**src/rtl/mul_div_sequencer_if.sv**
```systemverilog
// Handshake and operand bus between the execute stage and the RV32M
// multiply/divide sequencer.
interface mul_div_sequencer_if #(
    parameter int DATA_WIDTH = 32
);
    logic                  start;
    logic [2:0]            op;
    logic [DATA_WIDTH-1:0] rs1;
    logic [DATA_WIDTH-1:0] rs2;
    logic                  clear;
    logic                  busy;
    logic                  done;
    logic [DATA_WIDTH-1:0] result;

    // Execute stage side.
    modport master (
        output start, op, rs1, rs2, clear,
        input  busy, done, result
    );

    // Sequencer side.
    modport slave (
        input  start, op, rs1, rs2, clear,
        output busy, done, result
    );
endinterface

```
**src/rtl/mul_div_sequencer.sv**
```systemverilog
// RV32M multiply/divide sequencer: fixed-latency multiply, 32-step restoring
// divide, divide-by-zero and signed-overflow short cuts, flush via clear.
module mul_div_sequencer #(
    parameter int DATA_WIDTH  = 32,
    parameter int MUL_LATENCY = 2
) (
    input logic                clk,
    input logic                rst,
    mul_div_sequencer_if.slave bus
);
    localparam int W = DATA_WIDTH;

    typedef enum logic [1:0] {IDLE, MUL, DIV, DONE} state_t;

    state_t         state_q, state_d;
    logic [4:0]     cnt_q, cnt_d;
    logic [2:0]     op_q, op_d;
    logic [W-1:0]   rs1_q, rs1_d;
    logic [W-1:0]   rs2_q, rs2_d;
    logic [W-1:0]   quo_q, quo_d;
    logic [W-1:0]   rem_q, rem_d;
    logic [W-1:0]   result_q, result_d;

    // Operand interpretation of the latched instruction.
    logic           div_signed, quo_neg, rem_neg;
    logic [W-1:0]   dvs_mag;
    assign div_signed = ~op_q[0];
    assign quo_neg    = div_signed & (rs1_q[W-1] ^ rs2_q[W-1]);
    assign rem_neg    = div_signed & rs1_q[W-1];
    assign dvs_mag    = (div_signed & rs2_q[W-1]) ? (0 - rs2_q) : rs2_q;

    // One restoring step: shift the next dividend bit into the partial
    // remainder and subtract the divisor if it fits.
    logic [W:0]     rem_shift;
    logic [W+1:0]   rem_diff;
    logic [W-1:0]   quo_step, rem_step;
    assign rem_shift = {rem_q, quo_q[W-1]};
    assign rem_diff  = {1'b0, rem_shift} - {2'b00, dvs_mag};
    assign quo_step  = {quo_q[W-2:0], ~rem_diff[W+1]};
    assign rem_step  = rem_diff[W+1] ? rem_shift[W-1:0] : rem_diff[W-1:0];

    // Multiply: MULH/MULHSU treat rs1 as signed, MULH alone treats rs2 as
    // signed; MUL only uses the low half so its extension is irrelevant.
    logic                  a_sgn, b_sgn;
    logic signed [W:0]     a_ext, b_ext;
    logic signed [2*W+1:0] prod;
    assign a_sgn = (op_q[1:0] != 2'b11);
    assign b_sgn = ~op_q[1];
    assign a_ext = $signed({a_sgn & rs1_q[W-1], rs1_q});
    assign b_ext = $signed({b_sgn & rs2_q[W-1], rs2_q});
    assign prod  = $signed({{(W+1){a_ext[W]}}, a_ext}) * $signed({{(W+1){b_ext[W]}}, b_ext});

    logic accept, in_is_signed, overflow;
    assign accept       = (state_q == IDLE) & bus.start & ~bus.clear;
    assign in_is_signed = ~bus.op[0];
    assign overflow     = in_is_signed & (bus.rs1 == {1'b1, {(W-1){1'b0}}}) & (&bus.rs2);

    // Next-state, datapath and result selection.
    always_comb begin
        // NOTE: every variable gets its hold value first so no path through
        // the case statement can leave one unassigned and infer a latch.
        state_d  = state_q;
        cnt_d    = cnt_q;
        op_d     = op_q;
        rs1_d    = rs1_q;
        rs2_d    = rs2_q;
        quo_d    = quo_q;
        rem_d    = rem_q;
        result_d = result_q;

        case (state_q)
            IDLE: begin
                if (accept) begin
                    op_d  = bus.op;
                    rs1_d = bus.rs1;
                    rs2_d = bus.rs2;
                    cnt_d = '0;
                    quo_d = (in_is_signed & bus.rs1[W-1]) ? (0 - bus.rs1) : bus.rs1;
                    rem_d = '0;
                    if (!bus.op[2]) begin
                        state_d = MUL;
                    end else if (bus.rs2 == '0) begin
                        state_d  = DONE;
                        result_d = bus.op[1] ? bus.rs1 : '1;
                    end else if (overflow) begin
                        state_d  = DONE;
                        result_d = bus.op[1] ? '0 : {1'b1, {(W-1){1'b0}}};
                    end else begin
                        state_d = DIV;
                    end
                end
            end
            MUL: begin
                cnt_d = cnt_q + 5'd1;
                if (cnt_q == 5'(MUL_LATENCY - 1)) begin
                    state_d  = DONE;
                    result_d = (op_q[1:0] == 2'b00) ? prod[W-1:0] : prod[2*W-1:W];
                end
            end
            DIV: begin
                cnt_d = cnt_q + 5'd1;
                quo_d = quo_step;
                rem_d = rem_step;
                if (cnt_q == 5'(W - 1)) begin
                    state_d  = DONE;
                    if (op_q[1]) result_d = rem_neg ? (0 - rem_step) : rem_step;
                    else         result_d = quo_neg ? (0 - quo_step) : quo_step;
                end
            end
            DONE: state_d = IDLE;
            default: state_d = IDLE;
        endcase

        if (bus.clear) begin
            state_d  = IDLE;
            result_d = result_q;
        end
    end

    // State, counter, operand and result registers.
    always_ff @(posedge clk) begin
        if (rst) begin
            // NOTE: only control state and the visible result are reset; the
            // operand and divider registers are always loaded before use.
            state_q  <= IDLE;
            cnt_q    <= '0;
            result_q <= '0;
        end else begin
            // NOTE: non-blocking assignments so every register samples the
            // pre-edge values regardless of statement order.
            state_q  <= state_d;
            cnt_q    <= cnt_d;
            result_q <= result_d;
        end
        op_q  <= op_d;
        rs1_q <= rs1_d;
        rs2_q <= rs2_d;
        quo_q <= quo_d;
        rem_q <= rem_d;
    end

    assign bus.busy   = bus.clear ? 1'b0
                      : (((state_q == IDLE) & bus.start) | (state_q == MUL) | (state_q == DIV));
    assign bus.done   = (state_q == DONE) & ~bus.clear;
    assign bus.result = result_q;
endmodule
```
**src/flat_wrapper.sv**
```systemverilog
// flat-port wrapper written by rule: the top's interface ports become plain ports
module mul_div_sequencer_flat 
#(
    parameter int DATA_WIDTH  = 32,
    parameter int MUL_LATENCY = 2
)
  (clk, rst, bus_start, bus_op, bus_rs1, bus_rs2, bus_clear, bus_busy, bus_done, bus_result);
  mul_div_sequencer_if #(.DATA_WIDTH(DATA_WIDTH)) bus_i ();
  input logic clk;
  input logic rst;
  input wire logic [$bits(bus_i.start)-1:0] bus_start;
  input wire logic [$bits(bus_i.op)-1:0] bus_op;
  input wire logic [$bits(bus_i.rs1)-1:0] bus_rs1;
  input wire logic [$bits(bus_i.rs2)-1:0] bus_rs2;
  input wire logic [$bits(bus_i.clear)-1:0] bus_clear;
  output wire logic [$bits(bus_i.busy)-1:0] bus_busy;
  output wire logic [$bits(bus_i.done)-1:0] bus_done;
  output wire logic [$bits(bus_i.result)-1:0] bus_result;
  assign bus_i.start = bus_start;
  assign bus_i.op = bus_op;
  assign bus_i.rs1 = bus_rs1;
  assign bus_i.rs2 = bus_rs2;
  assign bus_i.clear = bus_clear;
  assign bus_busy = bus_i.busy;
  assign bus_done = bus_i.done;
  assign bus_result = bus_i.result;
  mul_div_sequencer #(.DATA_WIDTH(DATA_WIDTH), .MUL_LATENCY(MUL_LATENCY)) u_core (.clk(clk), .rst(rst), .bus(bus_i));
endmodule
```
**config.mk**
```make
export PLATFORM = sky130hd
export DESIGN_NAME = mul_div_sequencer_flat
export DESIGN_NICKNAME = d
export VERILOG_FILES = /design/src/rtl/mul_div_sequencer_if.sv /design/src/rtl/mul_div_sequencer.sv /design/src/flat_wrapper.sv
export SDC_FILE = /design/constraint.sdc
export NUM_CORES = 2
export LEC_CHECK = 0
export ABC_AREA = 1
export CAP_MARGIN = 20
export CORE_MARGIN = 2
export CORE_UTILIZATION = 59
export DETAILED_ROUTE_END_ITERATION = 8
export PLACE_DENSITY_LB_ADDON = 0.15
export SETUP_SLACK_MARGIN = 0.15
export SYNTH_ARGS = -nofsm -noshare
export SYNTH_HDL_FRONTEND = slang
export SYNTH_SLANG_ARGS = --single-unit
```
**constraint.sdc**
```tcl
create_clock -name clk -period 23.8 [get_ports clk]
set_input_delay 2.38 -clock clk [delete_from_list [all_inputs] [get_ports clk]]
set_output_delay 2.38 -clock clk [all_outputs]
set_load 0.05 [all_outputs]
```
; Word-level counts from Yosys, hierarchy flattened
; Index checks and enable logic that the tools add are counted.
[word_totals]
in_bits = 71
reg_bits = 169
[classes]
multipliers = 1
n_mux = 30
n_reduce_logical = 14
addsub = 6
bitwise = 19
n_eq_ne = 12
[op_table]
columns = cell, n
row1 = $mux W32, 17
row2 = $pmux W32 S2, 2
row3 = $sub A1 B32 Y32 const A, 4
row4 = $pmux W32 S3, 1
row5 = $mul A33 B33 Y64, 1
row6 = $sub A33 B32 Y34, 1
row7 = $eq A32 B32 Y1 const B, 1
row8 = $logic_not A32 Y1, 1
row9 = $reduce_and A32 Y1, 1
row10 = $and A1 B1 Y1, 11
row11 = $mux W2, 5
row12 = $pmux W5 S2, 1
row13 = $pmux W2 S4, 1
row14 = $reduce_and A7 Y1, 1
row15 = $ne A2 B1 Y1 const B, 3
row16 = $reduce_and A2 Y1, 3
row17 = $add A5 B1 Y5 const B, 1
row18 = $eq A5 B1 Y1 const B, 1
row19 = $eq A5 B5 Y1 const B, 1
row20 = $mux W5, 1
row21 = $not A1 Y1, 5
row22 = $eq A2 B2 Y1 const B, 2
row23 = $logic_not A2 Y1, 2
row24 = $ne A2 B2 Y1 const B, 2
row25 = other kinds (9), 13

; Longest topological paths before layout
[depth]
word_depth = 10
mapped_depth = 49
mapped_depth_nobuf = 46

; Worst setup path after synthesis
; OpenSTA, ideal clock, no wires.
[synth_path]
path_type = input -> register
from = input port bus_start
to = register u_core.quo_q[0] (enable)
t_arrival_ps = 7764
cell_stages = 4
path_slack_ps = 15462
path_cell_list = nand2_1 > nor2_1 > inv_1 > o21ai_0
[synth_via]
elab_chain_cells = 4
[synth_lines]
columns = item, line
row1 = from (decl), flat_wrapper.sv:11  ; input wire logic [$bits(bus_i.start)-1:0] bus_start;
row2 = $and A1 B1 Y1 (2 in series), mul_div_sequencer.sv:54  ; assign accept = (state_q == IDLE) & bus.start & ~bus.clear;
row3 = $ne A2 B1 Y1 (no source line), --
row4 = $reduce_and A2 Y1 (no source line), --
row5 = to (signal assigned), mul_div_sequencer.sv:138  ; quo_q <= quo_d;
row6 = to (decl), mul_div_sequencer.sv:20  ; logic [W-1:0] quo_q, quo_d;
; Every way passes these cells.
; A chain may end at the register's enable or synchronous reset.

; Worst setup path in the final report
[layout_path]
from = register u_core.rs1_q[31]
to = register u_core.result_q[28], in the netlist u_core.bus.result[28]
[layout_via]
elab_chain_cells = 6
elab_cells_between_ends = 12
[layout_lines]
columns = item, line
row1 = from (decl), mul_div_sequencer.sv:18  ; logic [W-1:0] rs1_q, rs1_d;
row2 = from (signal assigned), mul_div_sequencer.sv:136  ; rs1_q <= rs1_d;
row3 = "parallel branches: the longest is 5 deep, another holds $mul A33 B33 Y64", --
row4 = $pmux W32 S3 *, mul_div_sequencer.sv:71  ; case (state_q)
row5 = to (signal assigned), mul_div_sequencer.sv:133  ; result_q <= result_d;
row6 = to (decl), mul_div_sequencer.sv:22  ; logic [W-1:0] result_q, result_d;
; Mark *: on every way between the ends. The select of a mux whose other input is x is not followed.

==> results.cfg <==
[place]
port_buffers = 104
gp_congestion = 1.06
dp_hpwl_um = 138000

[global_routing]
grt_pass1_wl_um = 273000
grt_pass1_vias = 47500
grt.overflow.total = 0
use_met2 = 0.626
grt_max_degree = 87
grt-busiest-layer = met2
globalRouteMet1Util = 0.501
grt_usage = 0.387
antenna_found_initial = 6
grt_use_met3 = 0.0785

[worst_setup_path]
crit_path_end_kind = flop
cp.required_ns = 24.17
start_kind = flop
critical_path_class = flop to flop
slowest_stage = fa_1
max_stage_delay_ns = 0.79
crit_path_max_fanout = 33
crit_arrival_ns = 9.96

[die]
initial_core_util = 0.593
fp.dieW_um = 304
die_h_um = 304
ios = 105
core_um2 = 89700
rows = 110
die_area_um2 = 92600

[sta]
fmax_mhz = 104
fin_skew_ns = 0.0201
worst_pin_slew_ns = 1.01
hold_viol = 0
finalSetupViolations = 0
slew_headroom = 0.324
finalSetupTns_ns = 0
fin_crit_sh = 0.403
final-max-slew-violation-count = 0
period_needed_ns = 9.59
rsz0062_at_grt = false

[synth]
ys_types = 55
syn-instance-count = 7022
avgSynthCellArea_um2 = 7.58
yosysSeqAreaShare = 0.0880
synthesis.nets = 8475
ys_seq_elements = 169
yosys_warnings = 0
synth_area_um2 = 53200

[clock_tree]
ctsHoldBuffers = 0
clk_pin_slew_ns = 0.08
cts_tree = done
clock_latency_ns = 0.50
cts_htree_levels = 4
numCtsBuffers = 17
clockRootBuffer = clkbuf_16
cts_resized = 0
cts_setup_buffers = 0
cts.sinks = 169
clock_path_buffers = 2

[routing]
drc = 0
drt_pass1_iterations = 9
vias = 45400
drt_iter0_drc = 3929
routed_wl_um = 173000
wl_per_cell_um = 21.4
postRouteAntennaNets = 0
vias_per_cell = 5.62

[finish]
area_delta_synth_final_pct = 4.79
drive_gt1_frac = 0.0291
seqCellArea_um2 = 4680
num-nets-final = 8353
layout_commonest_cell = inv_1
final_cell_mix = 1897 x inv_1, 1801 x nand2_1, 1126 x fa_1, 377 x nor2_1, 256 x ha_1
fill_cells = 8197
multi_input_area_um2 = 40100

[hold_path]
hp-class = flop to flop

[outcome]
status = finished clean

[flow_run]
maxCapViolations = 0
-- flip-flops by register name, summed over array words and instances (netlist names) --
name               count
u_core.cnt_q           5
u_core.rs2_q          32
u_core.quo_q          32
u_core.state_q         2
u_core.op_q            2
u_core.rs1_q          32
u_core.bus.result     32
u_core.rem_q          32
-- per-layer routing --
metal  up-vias  wire [um]
li1      20200          -
met1     22500      66200
met2      2230      79900
met3       533      17000
met4         6       9790
met5         -         34
-- cell usage after synthesis (all sizes together) --
cell | number | area (um2)
or2 | 26 | 163
a2111oi | 1 | 8.76
xor2 | 49 | 429
o22ai | 1 | 6.26
nor2 | 394 | 1540
fa | 1126 | 22500
nor3 | 42 | 221
o41ai | 2 | 17.5
o31ai | 8 | 60.1
nor3b | 1 | 7.51
dfxtp | 39 | 781
inv | 1907 | 7160
buf | 42 | 210
and3 | 8 | 50.1
o21ai | 195 | 980
a31o | 2 | 17.5
a211oi | 4 | 30.0
or3 | 1 | 6.26
xnor2 | 30 | 263
nand3 | 195 | 1000
nor4 | 21 | 131
a31oi | 43 | 269
ha | 256 | 3200
a21boi | 4 | 30.0
a21oi | 229 | 1160
a221oi | 1 | 8.76
clkinv | 2 | 7.51
edfxtp | 130 | 3900
clkbuf | 291 | 1090
o221ai | 1 | 8.76
o21a | 7 | 52.6
nand2 | 1820 | 6880
nand3b | 13 | 97.6
a21o | 16 | 120
o311ai | 1 | 8.76
o21bai | 10 | 75.1
o211ai | 22 | 165
and2 | 6 | 40.0
nand4 | 76 | 475
-- cell families after synthesis --
| kind of cell | share of synthesized area |
|---|---|
| flops | 0.0880 |
| buf+inv | 0.159 |
| simple gates | 0.200 |
| compound gates | 0.0567 |
| xor+xnor | 0.0130 |
| fa+ha+maj | 0.484 |
-- metrics by stage --
| stage | worst slack [ns] | utilization | hold slack (ns) | cell area (um2) | std cells |
|---|---|---|---|---|---|
| after floorplan | 15.46 | - | 0.459 | 53200 | 7022 |
| after global placement | 14.51 | 0.614 | 0.457 | 55100 | 8056 |
| final | 14.21 | 0.622 | 0.485 | 55800 | 8091 |
| after CTS | 14.32 | 0.621 | 0.482 | 55700 | 8088 |
| after detailed placement | 14.32 | 0.614 | 0.465 | 55100 | 8056 |
| after global routing | 13.49 | 0.621 | 0.501 | 55800 | 8089 |
-- layout make-up --
type | instances | share of cell area
Antenna cell | 2 | 0.0000897
Tap cell | 1176 | 0.0264
Multi-Input combinational cell | 4611 | 0.719
Clock buffer | 17 | 0.00763
Sequential cell | 169 | 0.0840
Timing Repair Buffer | 192 | 0.0309
Inverter | 1909 | 0.128
Clock inverter | 15 | 0.00372
-- path summary, 6_finish.rpt --
check                                     startpoint                    end  slack [ns]  cells after the start
worst max register to register      u_core.rs1_q[31]  u_core.bus.result[28]       14.21                     31
worst max-delay path                u_core.rs1_q[31]  u_core.bus.result[28]       14.21                     31
worst min-delay path            u_core.bus.result[2]   u_core.bus.result[2]        0.49                      2
worst min register to register  u_core.bus.result[2]   u_core.bus.result[2]        0.49                      2
-- critical path, delay by kind of cell, from the launching register on --
kind / cells / cell delay (ns)
simple gates: 6 / 0.70
compound gates: 6 / 1.28
fa+ha+maj: 9 / 4.99
flops: 1 / 0.37
buf+inv: 10 / 2.12
Power is left out: the tool's default activity adds up to more than one toggle a clock period on the data nets, which glitch-free logic cannot reach.
